--- config.mk ---
export PLATFORM = sky130hd
export DESIGN_NAME = decode_stage
export DESIGN_NICKNAME = d
export VERILOG_FILES = /design/src/rtl/decode_stage.sv
export SDC_FILE = /design/constraint.sdc
export NUM_CORES = 1
export LEC_CHECK = 0
export ABC_CLOCK_PERIOD_IN_PS = 17200
export BUFFER_PORTS_ARGS = -buffer_cell sky130_fd_sc_hd__buf_2
export CORE_ASPECT_RATIO = 0.75
export CORE_MARGIN = 8
export CORE_UTILIZATION = 50
export DETAILED_ROUTE_END_ITERATION = 16
export PLACE_DENSITY = 0.73
export REMOVE_ABC_BUFFERS = 1
export SLEW_MARGIN = 0
export SYNTH_ARGS = -nofsm -noshare
export SYNTH_HDL_FRONTEND = slang
export SYNTH_SLANG_ARGS = --single-unit
--- constraint.sdc ---
create_clock -name clk -period 17.2 [get_ports clk]
set_input_delay 2.58 -clock clk [delete_from_list [all_inputs] [get_ports clk]]
set_output_delay 2.58 -clock clk [all_outputs]
set_load 0.05 [all_outputs]
--- src/rtl/decode_stage.sv ---
// -----------------------------------------------------------------------------
// decode_stage
//
// Registered RV32I decode stage. Each raw instruction word accepted on the
// input handshake is decoded combinationally (fields, format, sign-extended
// immediate, legality) and written together with its PC into a DEPTH-entry
// FIFO. The FIFO head drives the execute-facing outputs.
//
// Build option:
//   DECODE_M_EXT_EN  - when defined, R-type words with func7 = 0x01 are legal
//                      and flagged on out_muldiv; otherwise they are illegal
//                      and out_muldiv is always 0.
//
// Parameters:
//   XLEN   immediate width (32 or 64), sign-extended from instr[31]
//   PC_W   width of the PC carried with each instruction
//   DEPTH  FIFO entries (power of two, >= 2)
//
// Ports:
//   clk, rst          clock (rising edge) and asynchronous active-high reset
//   flush             synchronous clear of every buffered entry
//   in_valid/in_ready input handshake; in_ready = !full
//   in_instr, in_pc   instruction word and its PC
//   out_valid/out_ready output handshake; out_valid = !empty
//   out_pc, out_opcode, out_rd, out_rs1, out_rs2, out_func3, out_func7
//                     fields of the head entry
//   out_fmt           R=0 I=1 S=2 B=3 U=4 J=5 NONE=7
//   out_imm           immediate of the head entry (0 for R and NONE)
//   out_illegal       head entry is an illegal encoding
//   out_muldiv        head entry is an M-extension op
//   decode_count      number of legal entries popped (wraps)
// -----------------------------------------------------------------------------
module decode_stage #(
    parameter int XLEN  = 32,
    parameter int PC_W  = 32,
    parameter int DEPTH = 2
) (
    input  logic            clk,
    input  logic            rst,
    input  logic            flush,
    input  logic            in_valid,
    output logic            in_ready,
    input  logic [31:0]     in_instr,
    input  logic [PC_W-1:0] in_pc,
    output logic            out_valid,
    input  logic            out_ready,
    output logic [PC_W-1:0] out_pc,
    output logic [6:0]      out_opcode,
    output logic [4:0]      out_rd,
    output logic [4:0]      out_rs1,
    output logic [4:0]      out_rs2,
    output logic [2:0]      out_func3,
    output logic [6:0]      out_func7,
    output logic [2:0]      out_fmt,
    output logic [XLEN-1:0] out_imm,
    output logic            out_illegal,
    output logic            out_muldiv,
    output logic [31:0]     decode_count
);

    localparam int AW = $clog2(DEPTH);
    localparam logic [AW-1:0] PTR_ONE  = AW'(1);
    localparam logic [AW:0]   CNT_ONE  = (AW + 1)'(1);
    localparam logic [AW:0]   CNT_FULL = (AW + 1)'(DEPTH);

    localparam logic [2:0] FMT_R    = 3'd0;
    localparam logic [2:0] FMT_I    = 3'd1;
    localparam logic [2:0] FMT_S    = 3'd2;
    localparam logic [2:0] FMT_B    = 3'd3;
    localparam logic [2:0] FMT_U    = 3'd4;
    localparam logic [2:0] FMT_J    = 3'd5;
    localparam logic [2:0] FMT_NONE = 3'd7;

    localparam logic [6:0] OPC_OP     = 7'b0110011;
    localparam logic [6:0] OPC_OPIMM  = 7'b0010011;
    localparam logic [6:0] OPC_LOAD   = 7'b0000011;
    localparam logic [6:0] OPC_JALR   = 7'b1100111;
    localparam logic [6:0] OPC_FENCE  = 7'b0001111;
    localparam logic [6:0] OPC_SYSTEM = 7'b1110011;
    localparam logic [6:0] OPC_STORE  = 7'b0100011;
    localparam logic [6:0] OPC_BRANCH = 7'b1100011;
    localparam logic [6:0] OPC_LUI    = 7'b0110111;
    localparam logic [6:0] OPC_AUIPC  = 7'b0010111;
    localparam logic [6:0] OPC_JAL    = 7'b1101111;

    // ---------------------------------------------------------------------
    // Combinational decode of the incoming word
    // ---------------------------------------------------------------------
    logic [6:0]      dec_opc;
    logic [2:0]      dec_f3;
    logic [6:0]      dec_f7;
    logic [2:0]      dec_fmt;
    logic [31:0]     dec_imm32;
    logic [XLEN-1:0] dec_imm;
    logic            dec_ill;
    logic            dec_md;

    assign dec_opc = in_instr[6:0];
    assign dec_f3  = in_instr[14:12];
    assign dec_f7  = in_instr[31:25];

    always_comb begin
        dec_fmt = FMT_NONE;
        case (dec_opc)
            OPC_OP:                                  dec_fmt = FMT_R;
            OPC_OPIMM, OPC_LOAD, OPC_JALR,
            OPC_FENCE, OPC_SYSTEM:                   dec_fmt = FMT_I;
            OPC_STORE:                               dec_fmt = FMT_S;
            OPC_BRANCH:                              dec_fmt = FMT_B;
            OPC_LUI, OPC_AUIPC:                      dec_fmt = FMT_U;
            OPC_JAL:                                 dec_fmt = FMT_J;
            default:                                 dec_fmt = FMT_NONE;
        endcase
    end

    always_comb begin
        dec_imm32 = 32'd0;
        case (dec_fmt)
            FMT_I: dec_imm32 = {{20{in_instr[31]}}, in_instr[31:20]};
            FMT_S: dec_imm32 = {{20{in_instr[31]}}, in_instr[31:25], in_instr[11:7]};
            FMT_B: dec_imm32 = {{19{in_instr[31]}}, in_instr[31], in_instr[7],
                                in_instr[30:25], in_instr[11:8], 1'b0};
            FMT_U: dec_imm32 = {in_instr[31:12], 12'd0};
            FMT_J: dec_imm32 = {{11{in_instr[31]}}, in_instr[31], in_instr[19:12],
                                in_instr[20], in_instr[30:21], 1'b0};
            default: dec_imm32 = 32'd0;
        endcase
    end

    generate
        if (XLEN > 32) begin : g_sext
            assign dec_imm = {{(XLEN - 32){dec_imm32[31]}}, dec_imm32};
        end else begin : g_nosext
            assign dec_imm = dec_imm32;
        end
    endgenerate

    always_comb begin
        dec_ill = 1'b0;
        dec_md  = 1'b0;
        if (in_instr[1:0] != 2'b11 || dec_fmt == FMT_NONE) begin
            dec_ill = 1'b1;
        end
        case (dec_opc)
            OPC_LOAD:   if (dec_f3 == 3'd3 || dec_f3 == 3'd6 || dec_f3 == 3'd7) dec_ill = 1'b1;
            OPC_STORE:  if (dec_f3 > 3'd2) dec_ill = 1'b1;
            OPC_BRANCH: if (dec_f3 == 3'd2 || dec_f3 == 3'd3) dec_ill = 1'b1;
            OPC_JALR:   if (dec_f3 != 3'd0) dec_ill = 1'b1;
            OPC_OPIMM: begin
                // Shift-immediates reuse func7 as a qualifier.
                if (dec_f3 == 3'd1 && dec_f7 != 7'h00) dec_ill = 1'b1;
                if (dec_f3 == 3'd5 && dec_f7 != 7'h00 && dec_f7 != 7'h20) dec_ill = 1'b1;
            end
            OPC_OP: begin
                if (dec_f7 == 7'h20) begin
                    // Only SUB and SRA exist with the alternate func7.
                    if (dec_f3 != 3'd0 && dec_f3 != 3'd5) dec_ill = 1'b1;
                end else if (dec_f7 != 7'h00) begin
`ifdef DECODE_M_EXT_EN
                    if (dec_f7 == 7'h01) dec_md  = 1'b1;
                    else                 dec_ill = 1'b1;
`else
                    dec_ill = 1'b1;
`endif
                end
            end
            default: ;
        endcase
    end

    // ---------------------------------------------------------------------
    // FIFO control
    // ---------------------------------------------------------------------
    logic [AW-1:0] wr_ptr_q, wr_ptr_d;
    logic [AW-1:0] rd_ptr_q, rd_ptr_d;
    logic [AW:0]   count_q, count_d;
    logic [31:0]   dcount_q, dcount_d;
    logic          push, pop, wr_en;

    logic [PC_W-1:0] pc_mem_q    [DEPTH];
    logic [31:0]     instr_mem_q [DEPTH];
    logic [2:0]      fmt_mem_q   [DEPTH];
    logic [XLEN-1:0] imm_mem_q   [DEPTH];
    logic            ill_mem_q   [DEPTH];
    logic            md_mem_q    [DEPTH];

    // in_ready looks only at occupancy, so a pop cannot free a slot for a
    // push within the same cycle.
    assign in_ready  = (count_q != CNT_FULL);
    assign out_valid = (count_q != '0);
    assign push      = in_valid && in_ready;
    assign pop       = out_valid && out_ready;
    assign wr_en     = push && !flush;

    always_comb begin
        wr_ptr_d = wr_ptr_q;
        rd_ptr_d = rd_ptr_q;
        count_d  = count_q;
        dcount_d = dcount_q;
        if (flush) begin
            wr_ptr_d = '0;
            rd_ptr_d = '0;
            count_d  = '0;
        end else begin
            if (push) wr_ptr_d = wr_ptr_q + PTR_ONE;
            if (pop)  rd_ptr_d = rd_ptr_q + PTR_ONE;
            if (push && !pop)      count_d = count_q + CNT_ONE;
            else if (pop && !push) count_d = count_q - CNT_ONE;
            if (pop && !ill_mem_q[rd_ptr_q]) dcount_d = dcount_q + 32'd1;
        end
    end

    always_ff @(posedge clk or posedge rst) begin
        if (rst) begin
            wr_ptr_q <= '0;
            rd_ptr_q <= '0;
            count_q  <= '0;
            dcount_q <= '0;
            for (int i = 0; i < DEPTH; i++) begin
                pc_mem_q[i]    <= '0;
                instr_mem_q[i] <= '0;
                fmt_mem_q[i]   <= '0;
                imm_mem_q[i]   <= '0;
                ill_mem_q[i]   <= 1'b0;
                md_mem_q[i]    <= 1'b0;
            end
        end else begin
            wr_ptr_q <= wr_ptr_d;
            rd_ptr_q <= rd_ptr_d;
            count_q  <= count_d;
            dcount_q <= dcount_d;
            if (wr_en) begin
                pc_mem_q[wr_ptr_q]    <= in_pc;
                instr_mem_q[wr_ptr_q] <= in_instr;
                fmt_mem_q[wr_ptr_q]   <= dec_fmt;
                imm_mem_q[wr_ptr_q]   <= dec_imm;
                ill_mem_q[wr_ptr_q]   <= dec_ill;
                md_mem_q[wr_ptr_q]    <= dec_md;
            end
        end
    end

    // ---------------------------------------------------------------------
    // Head entry outputs (all straight from stored state)
    // ---------------------------------------------------------------------
    logic [31:0] head_instr;
    assign head_instr   = instr_mem_q[rd_ptr_q];

    assign out_pc       = pc_mem_q[rd_ptr_q];
    assign out_opcode   = head_instr[6:0];
    assign out_rd       = head_instr[11:7];
    assign out_func3    = head_instr[14:12];
    assign out_rs1      = head_instr[19:15];
    assign out_rs2      = head_instr[24:20];
    assign out_func7    = head_instr[31:25];
    assign out_fmt      = fmt_mem_q[rd_ptr_q];
    assign out_imm      = imm_mem_q[rd_ptr_q];
    assign out_illegal  = ill_mem_q[rd_ptr_q];
    assign out_muldiv   = md_mem_q[rd_ptr_q];
    assign decode_count = dcount_q;

endmodule
==> key figures <==
Clocking
  – Post-CTS setup buffer count: 0
  – TritonCTS clock tree: built
  – Post-CTS sizing: 0
  – Root Driver: clkbuf_16
  – Clock slew at the register clock pins of the worst setup and hold paths: 0.06 ns
  – Clock Path Buffers: 3
  – Num CTS Buffers: 25
  – Num Clock Sinks: 238
  – Cts hold-fix bufs: 0
  – Clk Latency, worst-skew pair: 0.51 ns
  – Htree depth: 1

Setup path
  – Critical Path Max Stage Delay: 0.81 ns
  – Worst setup path class: reg2out
  – Slowest CP cell: dfrtp_4
  – Critical Path RT: 14.62 ns
  – WP data arrival: 2.78 ns
  – Nature of the critical path startpoint: flip-flop
  – CP cell instances: buf_4 > mux2_2 > buf_2
  – Crit path max fanout: 62
  – Buffers & Inverters on Critical Path: 2
  – CP top delay family: buffers and inverters
  – R2r setup slk: 13.81 ns
  – Critical Path Sink Type: output port

Synthesis
  – Post-Synthesis Cells: 1152
  – Synth unique cells: 58
  – Commonest register cell after synthesis: dfrtp_1
  – Mapped Avg Cell Area: 9.53 µm²
  – Post-synth ARST share: 1.00
  – Warnings, synthesis: 0
  – Synthesized area: 11000 µm²
  – Seq/Total Area, Yosys: 0.543
  – Post-synth EDFFs: 0
  – Yosys reg bits: 238

Place
  – Post-DP HPWL: 18.9 mm
  – GP Congestion: 0.823
  – Input/output buffers: 203
  – Placed Area: 12100 µm²
  – Cell count after placement: 1587

Cells and area
  – Non-filler cells, final: 1631
  – Fill cells: 1843
  – Nets@finish: 1390
  – Fin util: 0.594
  – N_diodes: 0
  – Area delta synth->final: 18.0%
  – Design Area, Final: 13000 µm²
  – Share of cells above drive strength 1: 0.280

STA
  – Worst-margin pin slew: 1.12 ns
  – Clock period minus worst slack: 5.36 ns
  – Setup violators final: 0
  – Slew headroom: 0.253
  – Layout Skew: 0.00935 ns
  – Fmax: 187 MHz
  – Final worst path period share: 0.312
  – RSZ-0062 raised after global routing: no
  – Final hold violations: 0
  – Setup tns final: 0 ns
  – Final Max Tran Viols: 0

Die
  – Die X-Extent: 187 µm
  – Initial Util: 0.503
  – Die Ht: 144 µm
  – Die area: 27000 µm²
  – Io pins: 204
  – Core area: 21800 µm²
  – Core Rows: 47

Route
  – Via density: 5.36
  – Final WL: 28.7 mm
  – Final ANT Viol Nets: 0
  – TritonRoute pass-1 iters: 7
  – Avg WL per Cell: 17.6 µm
  – DRT iter0 DRCs: 701
  – Residual DRC: 0
  – Via count: 8743

Global routing
  – Initial antenna violation count: 1
  – Gr usage total: 0.210
  – Pin count of the biggest net entering global routing: 113
  – Vias in the first global route: 8839
  – First-pass GRT wire length: 46.8 mm
  – Grt ovf: 0

Power and ir drop
  – Pwr/cell area: 130 nW/µm²
  – VDD IR-drop max: 0.0833 mV
  – Lkg Pwr: 0.00663 µW

Run status
  – Status: completed

Flow run
  – Max-Cap Viols: 0

Min path
  – Hold Crit Class: reg2reg
==> Yosys cell counts (10+ instances only) <==
| cell | n | area share |
|---|---|---|
| nand2_1 | 467 | 0.16 |
| dfrtp_1 | 238 | 0.54 |
| mux2_2 | 105 | 0.11 |
| o21ai_0 | 52 | 0.024 |
| buf_2 | 37 | 0.017 |
| clkbuf_1 | 30 | 0.010 |
| a21oi_1 | 29 | 0.013 |
| xnor2_1 | 29 | 0.023 |
| nor2_1 | 24 | 0.0082 |
| nand3_1 | 15 | 0.0068 |
| o31ai_1 | 12 | 0.0082 |
| a31oi_1 | 11 | 0.0063 |
| nand4_1 | 10 | 0.0057 |
==> metrics by stage <==
stage / setup WS [ns] / hold slack (ns) / total power (µW)
3_3_place_gp: 12.42 / 0.452 / 1140
3_5_place_dp: 12.34 / 0.457 / 1150
5_1_grt: 11.71 / 0.485 / 1770
2_1_floorplan: 8.09 / 0.440 / 1050
4_1_cts: 11.82 / 0.473 / 1700
6_report: 11.84 / 0.467 / 1690
==> metal layers <==
metal / track usage / part of all wire / vias to the layer above
met5: 0 / 0.00045 / -
met1: 0.305 / 0.48 / 4220
met2: 0.321 / 0.43 / 335
li1: - / - / 4146
met3: 0.0448 / 0.073 / 40
met4: 0.0413 / 0.016 / 2
==> worst register-to-register path, cell delays in order, from the launching register on <==
cell and delay (ns):
dfrtp_4 0.81, buf_4 0.79, mux2_4 0.40, nor4_4 0.50
and3_1 0.43, nand4_1 0.18, xnor2_1 0.16
==> where the power goes <==
group | internal, µW | total (µW) | switching (µW)
Combinational | 124 | 428 | 304
Clock | 321 | 542 | 221
Sequential | 655 | 718 | 62.1
==> registers in the layout, summed over array words and instances (netlist names) <==
register	flops
count_q	2
decode_count	32
fmt_mem_q	6
ill_mem_q	2
imm_mem_q	64
instr_mem_q	64
md_mem_q	2
pc_mem_q	64
rd_ptr_q	1
wr_ptr_q	1
==> layout by cell type (no fill, tap or decap), types with 5 or more instances in the layout <==
cell type    n
nand2_1    467
dfrtp_1    237
buf_2      203
mux2_2     105
o21ai_0     52
xnor2_1     29
a21oi_1     29
clkbuf_16   25
nor2_1      24
nand3_1     15
o31ai_1     12
a31oi_1     11
nand4_1     10
and3_1       9
clkbuf_8     9
buf_4        9
nor2b_1      6
xor2_1       5
and4_1       5
and2_1       5
==> cells by family after synthesis <==
| group | Yosys count | share of synthesized area |
|---|---|---|
| fa+ha+maj | 1 | 0.00114 |
| flops | 238 | 0.543 |
| xor+xnor | 34 | 0.0271 |
| simple gates | 570 | 0.218 |
| mux | 108 | 0.111 |
| compound gates | 127 | 0.0695 |
| buf+inv | 74 | 0.0305 |
==> worst paths after layout <==
kind / startpoint / end / depth (start not counted)
max: rd_ptr_q$_DFFE_PP0P_ / out_imm[1] / 3
min: instr_mem_q[41]$_DFFE_PP0P_ / instr_mem_q[41]$_DFFE_PP0P_ / 2
max reg2reg: rd_ptr_q$_DFFE_PP0P_ / decode_count[29]$_DFFE_PP0P_ / 6
min reg2reg: instr_mem_q[41]$_DFFE_PP0P_ / instr_mem_q[41]$_DFFE_PP0P_ / 2
max in group asynchronous: rst / rd_ptr_q$_DFFE_PP0P_ / 3
min in group asynchronous: rst / imm_mem_q[26]$_DFFE_PP0P_ / 2
==> layout make-up <==
type	count	area, µm²	share of cell area
Multi-Input combinational cell	840	4700	0.363
Clock buffer	38	764	0.0590
Sequential cell	238	5960	0.460
Tap cell	294	368	0.0284
Clock inverter	6	61.3	0.00473
Inverter	3	18.8	0.00145
Timing Repair Buffer	212	1080	0.0836
Power figures use the tool's default switching activity.
